[src/rtl/aes_seq_pkg.sv]
// Shared types and constants for the AES-128 round sequencer.
// AES_SEQ_WDOG_EN selects the watchdog timeout build.
package aes_seq_pkg;

    localparam int unsigned AES128_NR        = 10;
    localparam int unsigned ROUND_W          = 4;
    localparam int unsigned WDOG_CYC_DEFAULT = 15;
    localparam int unsigned STATE_W          = 3;

    localparam logic [STATE_W-1:0] S_IDLE  = STATE_W'(0);
    localparam logic [STATE_W-1:0] S_LOAD  = STATE_W'(1);
    localparam logic [STATE_W-1:0] S_ROUND = STATE_W'(2);
    localparam logic [STATE_W-1:0] S_WAIT  = STATE_W'(3);
    localparam logic [STATE_W-1:0] S_OUT   = STATE_W'(4);
    localparam logic [STATE_W-1:0] S_DONE  = STATE_W'(5);
    localparam logic [STATE_W-1:0] S_ERR   = STATE_W'(6);

    typedef enum logic [STATE_W-1:0] {
        ST_IDLE  = S_IDLE,
        ST_LOAD  = S_LOAD,
        ST_ROUND = S_ROUND,
        ST_WAIT  = S_WAIT,
        ST_OUT   = S_OUT,
        ST_DONE  = S_DONE,
        ST_ERR   = S_ERR
    } seq_state_e;

endpackage

[src/rtl/aes_round_sequencer_if.sv]
// Host / round-engine / output-selector signal bundle for the round sequencer.
interface aes_round_sequencer_if;
    import aes_seq_pkg::*;

    logic               Start;
    logic               Mode;
    logic               RoundDone;
    logic               Ack;
    logic               Busy;
    logic               LoadEn;
    logic               RoundEn;
    logic [ROUND_W-1:0] RoundNum;
    logic               LastRound;
    logic               OutClr;
    logic               OutSel;
    logic               OutEn;
    logic               Done;
    logic               Err;

    modport master (
        output Start, Mode, RoundDone, Ack,
        input  Busy, LoadEn, RoundEn, RoundNum, LastRound, OutClr, OutSel, OutEn, Done, Err
    );

    modport slave (
        input  Start, Mode, RoundDone, Ack,
        output Busy, LoadEn, RoundEn, RoundNum, LastRound, OutClr, OutSel, OutEn, Done, Err
    );

endinterface

[src/rtl/aes_seq_wdog.sv]
// WAIT-state cycle counter; expired_c flags the LIMIT-th consecutive WAIT cycle.
module aes_seq_wdog #(
    parameter int unsigned LIMIT = 15
) (
    input  logic clk,
    input  logic rst,
    input  logic clear,
    input  logic enable,
    output logic expired_c
);
    localparam int unsigned CNT_W = (LIMIT > 1) ? $clog2(LIMIT) : 1;
    localparam logic [CNT_W-1:0] CNT_MAX = CNT_W'(LIMIT - 1);

    logic [CNT_W-1:0] cnt_q, cnt_d;

    // Saturates at CNT_MAX; the sequencer leaves WAIT before it matters.
    always_comb begin
        cnt_d = cnt_q;
        if (clear) begin
            cnt_d = '0;
        end else if (enable && (cnt_q != CNT_MAX)) begin
            cnt_d = cnt_q + CNT_W'(1);
        end
    end

    always_ff @(posedge clk) begin
        if (rst) begin
            cnt_q <= '0;
        end else begin
            cnt_q <= cnt_d;
        end
    end

    assign expired_c = (cnt_q == CNT_MAX);

endmodule

[src/rtl/aes_round_sequencer.sv]
// Control FSM for the iterative AES-128 datapath: load, NR round pulses, publish, handshake.
// Define AES_SEQ_WDOG_EN to add the per-round WAIT watchdog and the ERR state.
module aes_round_sequencer
    import aes_seq_pkg::*;
#(
    parameter int unsigned NR = AES128_NR
`ifdef AES_SEQ_WDOG_EN
    ,
    parameter int unsigned WDOG_CYC = WDOG_CYC_DEFAULT
`endif
) (
    input logic                  Clk,
    input logic                  Rst,
    aes_round_sequencer_if.slave bus
);
    localparam logic [ROUND_W-1:0] LAST_RND = ROUND_W'(NR);

    seq_state_e         state_q, state_d;
    logic               mode_q, mode_d;
    logic [ROUND_W-1:0] round_num_q, round_num_d;
    logic               busy_q, busy_d;
    logic               load_en_q, load_en_d;
    logic               round_en_q, round_en_d;
    logic               last_round_q, last_round_d;
    logic               out_en_q, out_en_d;
    logic               done_q, done_d;

`ifdef AES_SEQ_WDOG_EN
    logic err_q, err_d;
    logic wdog_clr_c, wdog_en_c, wdog_exp_c;

    aes_seq_wdog #(
        .LIMIT(WDOG_CYC)
    ) u_wdog (
        .clk      (Clk),
        .rst      (Rst),
        .clear    (wdog_clr_c),
        .enable   (wdog_en_c),
        .expired_c(wdog_exp_c)
    );
`endif

    // Outputs are decoded from the next state so they line up with the state they describe.
    always_comb begin
        state_d     = state_q;
        mode_d      = mode_q;
        round_num_d = round_num_q;
`ifdef AES_SEQ_WDOG_EN
        wdog_clr_c  = 1'b0;
        wdog_en_c   = 1'b0;
`endif
        case (state_q)
            ST_IDLE: begin
                if (bus.Start) begin
                    mode_d      = bus.Mode;
                    round_num_d = '0;
                    state_d     = ST_LOAD;
                end
            end
            ST_LOAD: begin
                round_num_d = ROUND_W'(1);
                state_d     = ST_ROUND;
            end
            ST_ROUND: begin
`ifdef AES_SEQ_WDOG_EN
                wdog_clr_c = 1'b1;
`endif
                state_d = ST_WAIT;
            end
            ST_WAIT: begin
`ifdef AES_SEQ_WDOG_EN
                wdog_en_c = 1'b1;
`endif
                // RoundDone takes priority over a coincident timeout.
                if (bus.RoundDone) begin
                    if (round_num_q == LAST_RND) begin
                        state_d = ST_OUT;
                    end else begin
                        round_num_d = round_num_q + ROUND_W'(1);
                        state_d     = ST_ROUND;
                    end
                end
`ifdef AES_SEQ_WDOG_EN
                else if (wdog_exp_c) begin
                    state_d = ST_ERR;
                end
`endif
            end
            ST_OUT: begin
                state_d = ST_DONE;
            end
            ST_DONE: begin
                if (bus.Ack) begin
                    state_d = ST_IDLE;
                end
            end
`ifdef AES_SEQ_WDOG_EN
            ST_ERR: begin
                if (bus.Ack) begin
                    state_d = ST_IDLE;
                end
            end
`endif
            default: begin
                state_d = ST_IDLE;
            end
        endcase

        busy_d       = (state_d != ST_IDLE);
        load_en_d    = (state_d == ST_LOAD);
        round_en_d   = (state_d == ST_ROUND);
        last_round_d = (round_num_d == LAST_RND);
        out_en_d     = (state_d == ST_OUT);
        done_d       = (state_d == ST_DONE);
`ifdef AES_SEQ_WDOG_EN
        err_d        = (state_d == ST_ERR);
`endif
    end

    always_ff @(posedge Clk) begin
        if (Rst) begin
            state_q      <= ST_IDLE;
            mode_q       <= 1'b0;
            round_num_q  <= '0;
            busy_q       <= 1'b0;
            load_en_q    <= 1'b0;
            round_en_q   <= 1'b0;
            last_round_q <= 1'b0;
            out_en_q     <= 1'b0;
            done_q       <= 1'b0;
`ifdef AES_SEQ_WDOG_EN
            err_q        <= 1'b0;
`endif
        end else begin
            state_q      <= state_d;
            mode_q       <= mode_d;
            round_num_q  <= round_num_d;
            busy_q       <= busy_d;
            load_en_q    <= load_en_d;
            round_en_q   <= round_en_d;
            last_round_q <= last_round_d;
            out_en_q     <= out_en_d;
            done_q       <= done_d;
`ifdef AES_SEQ_WDOG_EN
            err_q        <= err_d;
`endif
        end
    end

    assign bus.Busy      = busy_q;
    assign bus.LoadEn    = load_en_q;
    assign bus.OutClr    = load_en_q;
    assign bus.RoundEn   = round_en_q;
    assign bus.RoundNum  = round_num_q;
    assign bus.LastRound = last_round_q;
    assign bus.OutSel    = mode_q;
    assign bus.OutEn     = out_en_q;
    assign bus.Done      = done_q;
`ifdef AES_SEQ_WDOG_EN
    assign bus.Err       = err_q;
`else
    assign bus.Err       = 1'b0;
`endif

endmodule

[src/flat_wrapper.sv]
// flat-port wrapper written by rule: the top's interface ports become plain ports
module aes_round_sequencer_flat import aes_seq_pkg::*;
#(
    parameter int unsigned NR = AES128_NR

)
  (Clk, Rst, bus_Start, bus_Mode, bus_RoundDone, bus_Ack, bus_Busy, bus_LoadEn, bus_RoundEn, bus_RoundNum, bus_LastRound, bus_OutClr, bus_OutSel, bus_OutEn, bus_Done, bus_Err);
  aes_round_sequencer_if bus_i ();
  input logic Clk;
  input logic Rst;
  input wire logic [$bits(bus_i.Start)-1:0] bus_Start;
  input wire logic [$bits(bus_i.Mode)-1:0] bus_Mode;
  input wire logic [$bits(bus_i.RoundDone)-1:0] bus_RoundDone;
  input wire logic [$bits(bus_i.Ack)-1:0] bus_Ack;
  output wire logic [$bits(bus_i.Busy)-1:0] bus_Busy;
  output wire logic [$bits(bus_i.LoadEn)-1:0] bus_LoadEn;
  output wire logic [$bits(bus_i.RoundEn)-1:0] bus_RoundEn;
  output wire logic [$bits(bus_i.RoundNum)-1:0] bus_RoundNum;
  output wire logic [$bits(bus_i.LastRound)-1:0] bus_LastRound;
  output wire logic [$bits(bus_i.OutClr)-1:0] bus_OutClr;
  output wire logic [$bits(bus_i.OutSel)-1:0] bus_OutSel;
  output wire logic [$bits(bus_i.OutEn)-1:0] bus_OutEn;
  output wire logic [$bits(bus_i.Done)-1:0] bus_Done;
  output wire logic [$bits(bus_i.Err)-1:0] bus_Err;
  assign bus_i.Start = bus_Start;
  assign bus_i.Mode = bus_Mode;
  assign bus_i.RoundDone = bus_RoundDone;
  assign bus_i.Ack = bus_Ack;
  assign bus_Busy = bus_i.Busy;
  assign bus_LoadEn = bus_i.LoadEn;
  assign bus_RoundEn = bus_i.RoundEn;
  assign bus_RoundNum = bus_i.RoundNum;
  assign bus_LastRound = bus_i.LastRound;
  assign bus_OutClr = bus_i.OutClr;
  assign bus_OutSel = bus_i.OutSel;
  assign bus_OutEn = bus_i.OutEn;
  assign bus_Done = bus_i.Done;
  assign bus_Err = bus_i.Err;
  aes_round_sequencer #(.NR(NR)) u_core (.Clk(Clk), .Rst(Rst), .bus(bus_i));
endmodule
[config.mk]
export PLATFORM = sky130hd
export DESIGN_NAME = aes_round_sequencer_flat
export DESIGN_NICKNAME = d
export VERILOG_FILES = /design/src/rtl/aes_seq_pkg.sv /design/src/rtl/aes_round_sequencer_if.sv /design/src/rtl/aes_seq_wdog.sv /design/src/rtl/aes_round_sequencer.sv /design/src/flat_wrapper.sv
export SDC_FILE = /design/constraint.sdc
export NUM_CORES = 1
export LEC_CHECK = 0
export ABC_CLOCK_PERIOD_IN_PS = 1290
export BUFFER_PORTS_ARGS = -buffer_cell sky130_fd_sc_hd__buf_2
export CORE_UTILIZATION = 37
export CTS_BUF_LIST = sky130_fd_sc_hd__clkbuf_4 sky130_fd_sc_hd__clkbuf_8 sky130_fd_sc_hd__clkbuf_16
export DETAILED_ROUTE_END_ITERATION = 8
export GPL_TIMING_DRIVEN = 0
export PLACE_DENSITY = 0.61
export RECOVER_POWER = 25
export SYNTH_ARGS = -nofsm -noshare
export SYNTH_HDL_FRONTEND = slang
export SYNTH_HIERARCHICAL = 1
export SYNTH_SLANG_ARGS = --single-unit
export TNS_END_PERCENT = 50
[constraint.sdc]
create_clock -name Clk -period 1.29 [get_ports Clk]
set_input_delay 0.1935 -clock Clk [delete_from_list [all_inputs] [get_ports Clk]]
set_output_delay 0.1935 -clock Clk [all_outputs]
set_load 0.01 [all_outputs]
==> results.md <==
- Logic gate share of total power: 0.202
- Seq pwr share: 0.475
- WHS: around 0.16 ns
- Number of H-tree levels: 1
- Total power: 970 uW
- Simple-Gate Fraction of Synth Area: 0.335
- Worst r2r src: u_core/bus.RoundNum[0]
- Worst path arrival time: about 1.7 ns
- Routed wl met3: 101 um
- Gate Count Post-Synth: 80
- Final min period: around 1.5 ns
- Hold Path Depth: 3
- GRT Util Overall: 0.181
- Largest family of logic cells by synthesized area: simple AND/OR/NAND/NOR gates
- Horiz. Die Dim: 45.7 um
- P_sw: 257 uW
- Seq/Total Area, Yosys: 0.397
- YS warnings: 6
- Row cnt: 15
- Ys async rst share: 0
- Failing checks: setup timing
- Vias: between 600 and 700
- Multiplexer area fraction after synthesis: 0
- First-pass GRT wire length: 2600 um
- CP Class: register to register
- WL met2: approximately 860 um
- Slew Viols, Final: 0
- Hpwl dp: about 1100 um
- CP required: ~1.5 ns
- Crit end category: register
- Area leader, netlist: dfxtp_1
- Final period utilization: 1.16
- CP max FO: 5
- Number of synthesized register bits: 14
- Remaining DRCs: 0
- Synth Area in Compound Gates: 0.135
- Syn Area/Cell: 8.82 um2
- Max Cap Viol: 0
- Synth Flop Type: dfxtp_1
- Leak: about 0.43 nW
- Number of flops mapped to enable cells by yosys: 0
- Antenna violations before repair: 0
- Final Hold Viols: 0
- Sw Share: 0.265
- Initial DRC Count: 18
- FMAX: 0.669 GHz
- Layout cells sized above 1: 0.482
- Chip height: approximately 46 um
- CTS buffer count: 3
- PortBufs: 17
- Worst R2R Path Depth: 7
- Area grow syn2layout: 45.4%
- Nets: about 120
- Clk_lat worst skew: around 0.28 ns
- Gpl congestion: around 0.8
- Post-synthesis net count: 88
- # diodes: 0
- CTS Sinks: 14
- Hold Path Sink: u_core/bus.OutSel
- Largest net degree at the start of global routing: 11
- Power Dens Cells: 946 mW/mm2
- Full die area: between 0.002 and 0.0025 mm2
- Final setup fails: 9
- Synth area leaders: dfxtp_1 (40%), nor2b_1 (4.4%), nor2_1 (3.7%), ha_1 (3.5%), nor3_1 (3.5%)
- Vias per cell: about 5
- Outcome: complete, but fails checks
- Final worst slack: -0.206 ns
- Root buffer cell: clkbuf_4
- Clk pwr share: 0.323
- Vias in the first global route: between 500 and 600
- Final ANT Viol Nets: 0
- Adder-cell area share of the yosys netlist: 0.0355
- Clock skew: ~0.0065 ns
- Worst-path cell chain: buf_4 > buf_6 > ha_2 > and2_4 > nand4_1 > o221ai_4 > nor4b_2
- Netlist Area Pre-Place: 706 um2
- Hold_sp: bus_Mode
- CP max stage cell: dfxtp_4
- Overflow after GRT: 0
- CTS tree: yes
- Ports: 19
- Top cell type's share of synthesized area: 0.397
- Post-Route WL: between 1500 and 2000 um
- Clock buffer depth: 2
- Top routing layer used: met3
- Worst Tran Pin Value: between 0.6 and 0.7 ns
- Post-route cell area: about 0.0010 mm2
- Crit path largest cell delay: around 0.36 ns
- Clock-pin slew on the worst setup and hold paths: roughly 0.090 ns
- Core area: 0.00176 mm2
- Max_slew headroom: 0.546
- Post-synthesis cell type count: 35
- Post-Synth XOR/XNOR Area: 0
- Initial Util: 0.400
- First-pass DRT Iterations: 4
- Post-CTS Hold Fix Bufs: 0
- Critical R2R Capture: u_core/bus.LastRound
- Maximum vdd ir drop: roughly 0.67 mV
- Startpoint Class: register
- Synth top cells by count: dfxtp_1 (14), nor2_1 (7), inv_1 (5), nor2b_1 (5), nor3_1 (5)
- Hold Path Class: input port to register
- DRT met1 WL: just over 800 um
- Most used standard cell by instance count after synthesis: dfxtp_1
- RSZ-0062 raised after global routing: true
- Placement Cell Area: around 830 um2
- Routed len/inst: between 10 and 15 um
- R2R setup slack: -0.21 ns
- Internal Power: about 700 uW
## stage by stage
stage               std cells  setup TNS, ns  worst slack (ns)   util
CTS                       130         -0.500            -0.142  0.530
detailed placement        122         -0.723            -0.206  0.472
global route              135          -2.06            -0.272  0.582
global placement          122         -0.710            -0.184  0.472
floorplan                  80        -0.0835           -0.0439      -
finish                    135          -1.32            -0.206  0.582
## how the worst max path moves through the flow
stage / start / end / slack, ns / cells past startpoint
floorplan: u_core/bus.RoundNum[0] / u_core/bus.OutEn / -0.04 / 6
global placement: u_core/bus.RoundNum[0] / u_core/bus.OutEn / -0.18 / 6
detailed placement: u_core/bus.RoundNum[0] / u_core/bus.OutEn / -0.21 / 6
CTS: u_core/bus.RoundNum[0] / u_core/bus.LastRound / -0.14 / 6
global route: u_core/bus.RoundNum[0] / u_core/bus.LastRound / -0.27 / 7
finish: u_core/bus.RoundNum[0] / u_core/bus.LastRound / -0.21 / 7
## sequential cells by signal (all words and copies together) (netlist names)
signal                count
u_core/bus.RoundNum       4
u_core/state_q            3
u_core/bus.Busy           1
u_core/bus.Done           1
u_core/bus.LastRound      1
u_core/bus.LoadEn         1
u_core/bus.OutEn          1
u_core/bus.OutSel         1
u_core/bus.RoundEn        1
## cells in the final DEF, fill, tap and decap left out, types with 2 or more instances in the layout
| cell type | Yosys | final |
|---|---|---|
| buf_2 | 1 | 14 |
| buf_4 | 2 | 10 |
| dfxtp_1 | 14 | 10 |
| nor2_1 | 7 | 6 |
| clkbuf_4 | 0 | 4 |
| clkbuf_1 | 1 | 4 |
| nand2_1 | 4 | 4 |
| inv_1 | 5 | 4 |
| nor3_1 | 5 | 4 |
| buf_6 | 2 | 3 |
| a21oi_1 | 3 | 3 |
| dfxtp_2 | 0 | 3 |
| nand2b_1 | 2 | 2 |
| nor2b_4 | 0 | 2 |
| nor2b_1 | 5 | 2 |
| nor4_1 | 2 | 2 |
| and2_1 | 3 | 2 |
| nand3_1 | 2 | 2 |
## cell families after synthesis
logic type      Yosys count
simple gates             40
compound gates           12
other cells               1
fa+ha+maj                 2
buf+inv                  11
flops                    14
## worst max-delay path: cells and delay by family (launching register included)
family,cells,cell delay (ns)
simple gates,3,0.50
flops,1,0.36
buf+inv,2,0.25
fa+ha+maj,1,0.17
compound gates,1,0.14
## layer usage
layer,track usage,vias up
li1,-,340
met1,0.245,321
met2,0.260,25
met3,0.0635,0
met4,0.0727,0
met5,0,-
## power by group through the flow
stage               Sequential, mW  Combinational [mW]  Clock, mW
floorplan                    0.478              0.0992          0
global placement             0.472               0.151          0
detailed placement           0.473               0.149          0
CTS                          0.459               0.172      0.330
global route                 0.463               0.215      0.361
finish                       0.461               0.196      0.313
## layout make-up
| cell class | count | area (um2) |
|---|---|---|
| clock buffer | 4 | 36.3 |
| multi-input combinational | 55 | 448 |
| fill | 165 | 738 |
| inverter | 5 | 21.3 |
| buffer | 6 | 48.8 |
| tap | 25 | 31.3 |
| timing repair buffer | 26 | 153 |
| sequential | 14 | 288 |
## repair_timing
action                                  4_1_cts  5_1_grt
endpoints found under the setup margin        7       11
resized for setup                            10       12
pin swaps                                     0        7
setup buffers                                 4        5
Note: power is estimated with default switching activity, not from simulation.
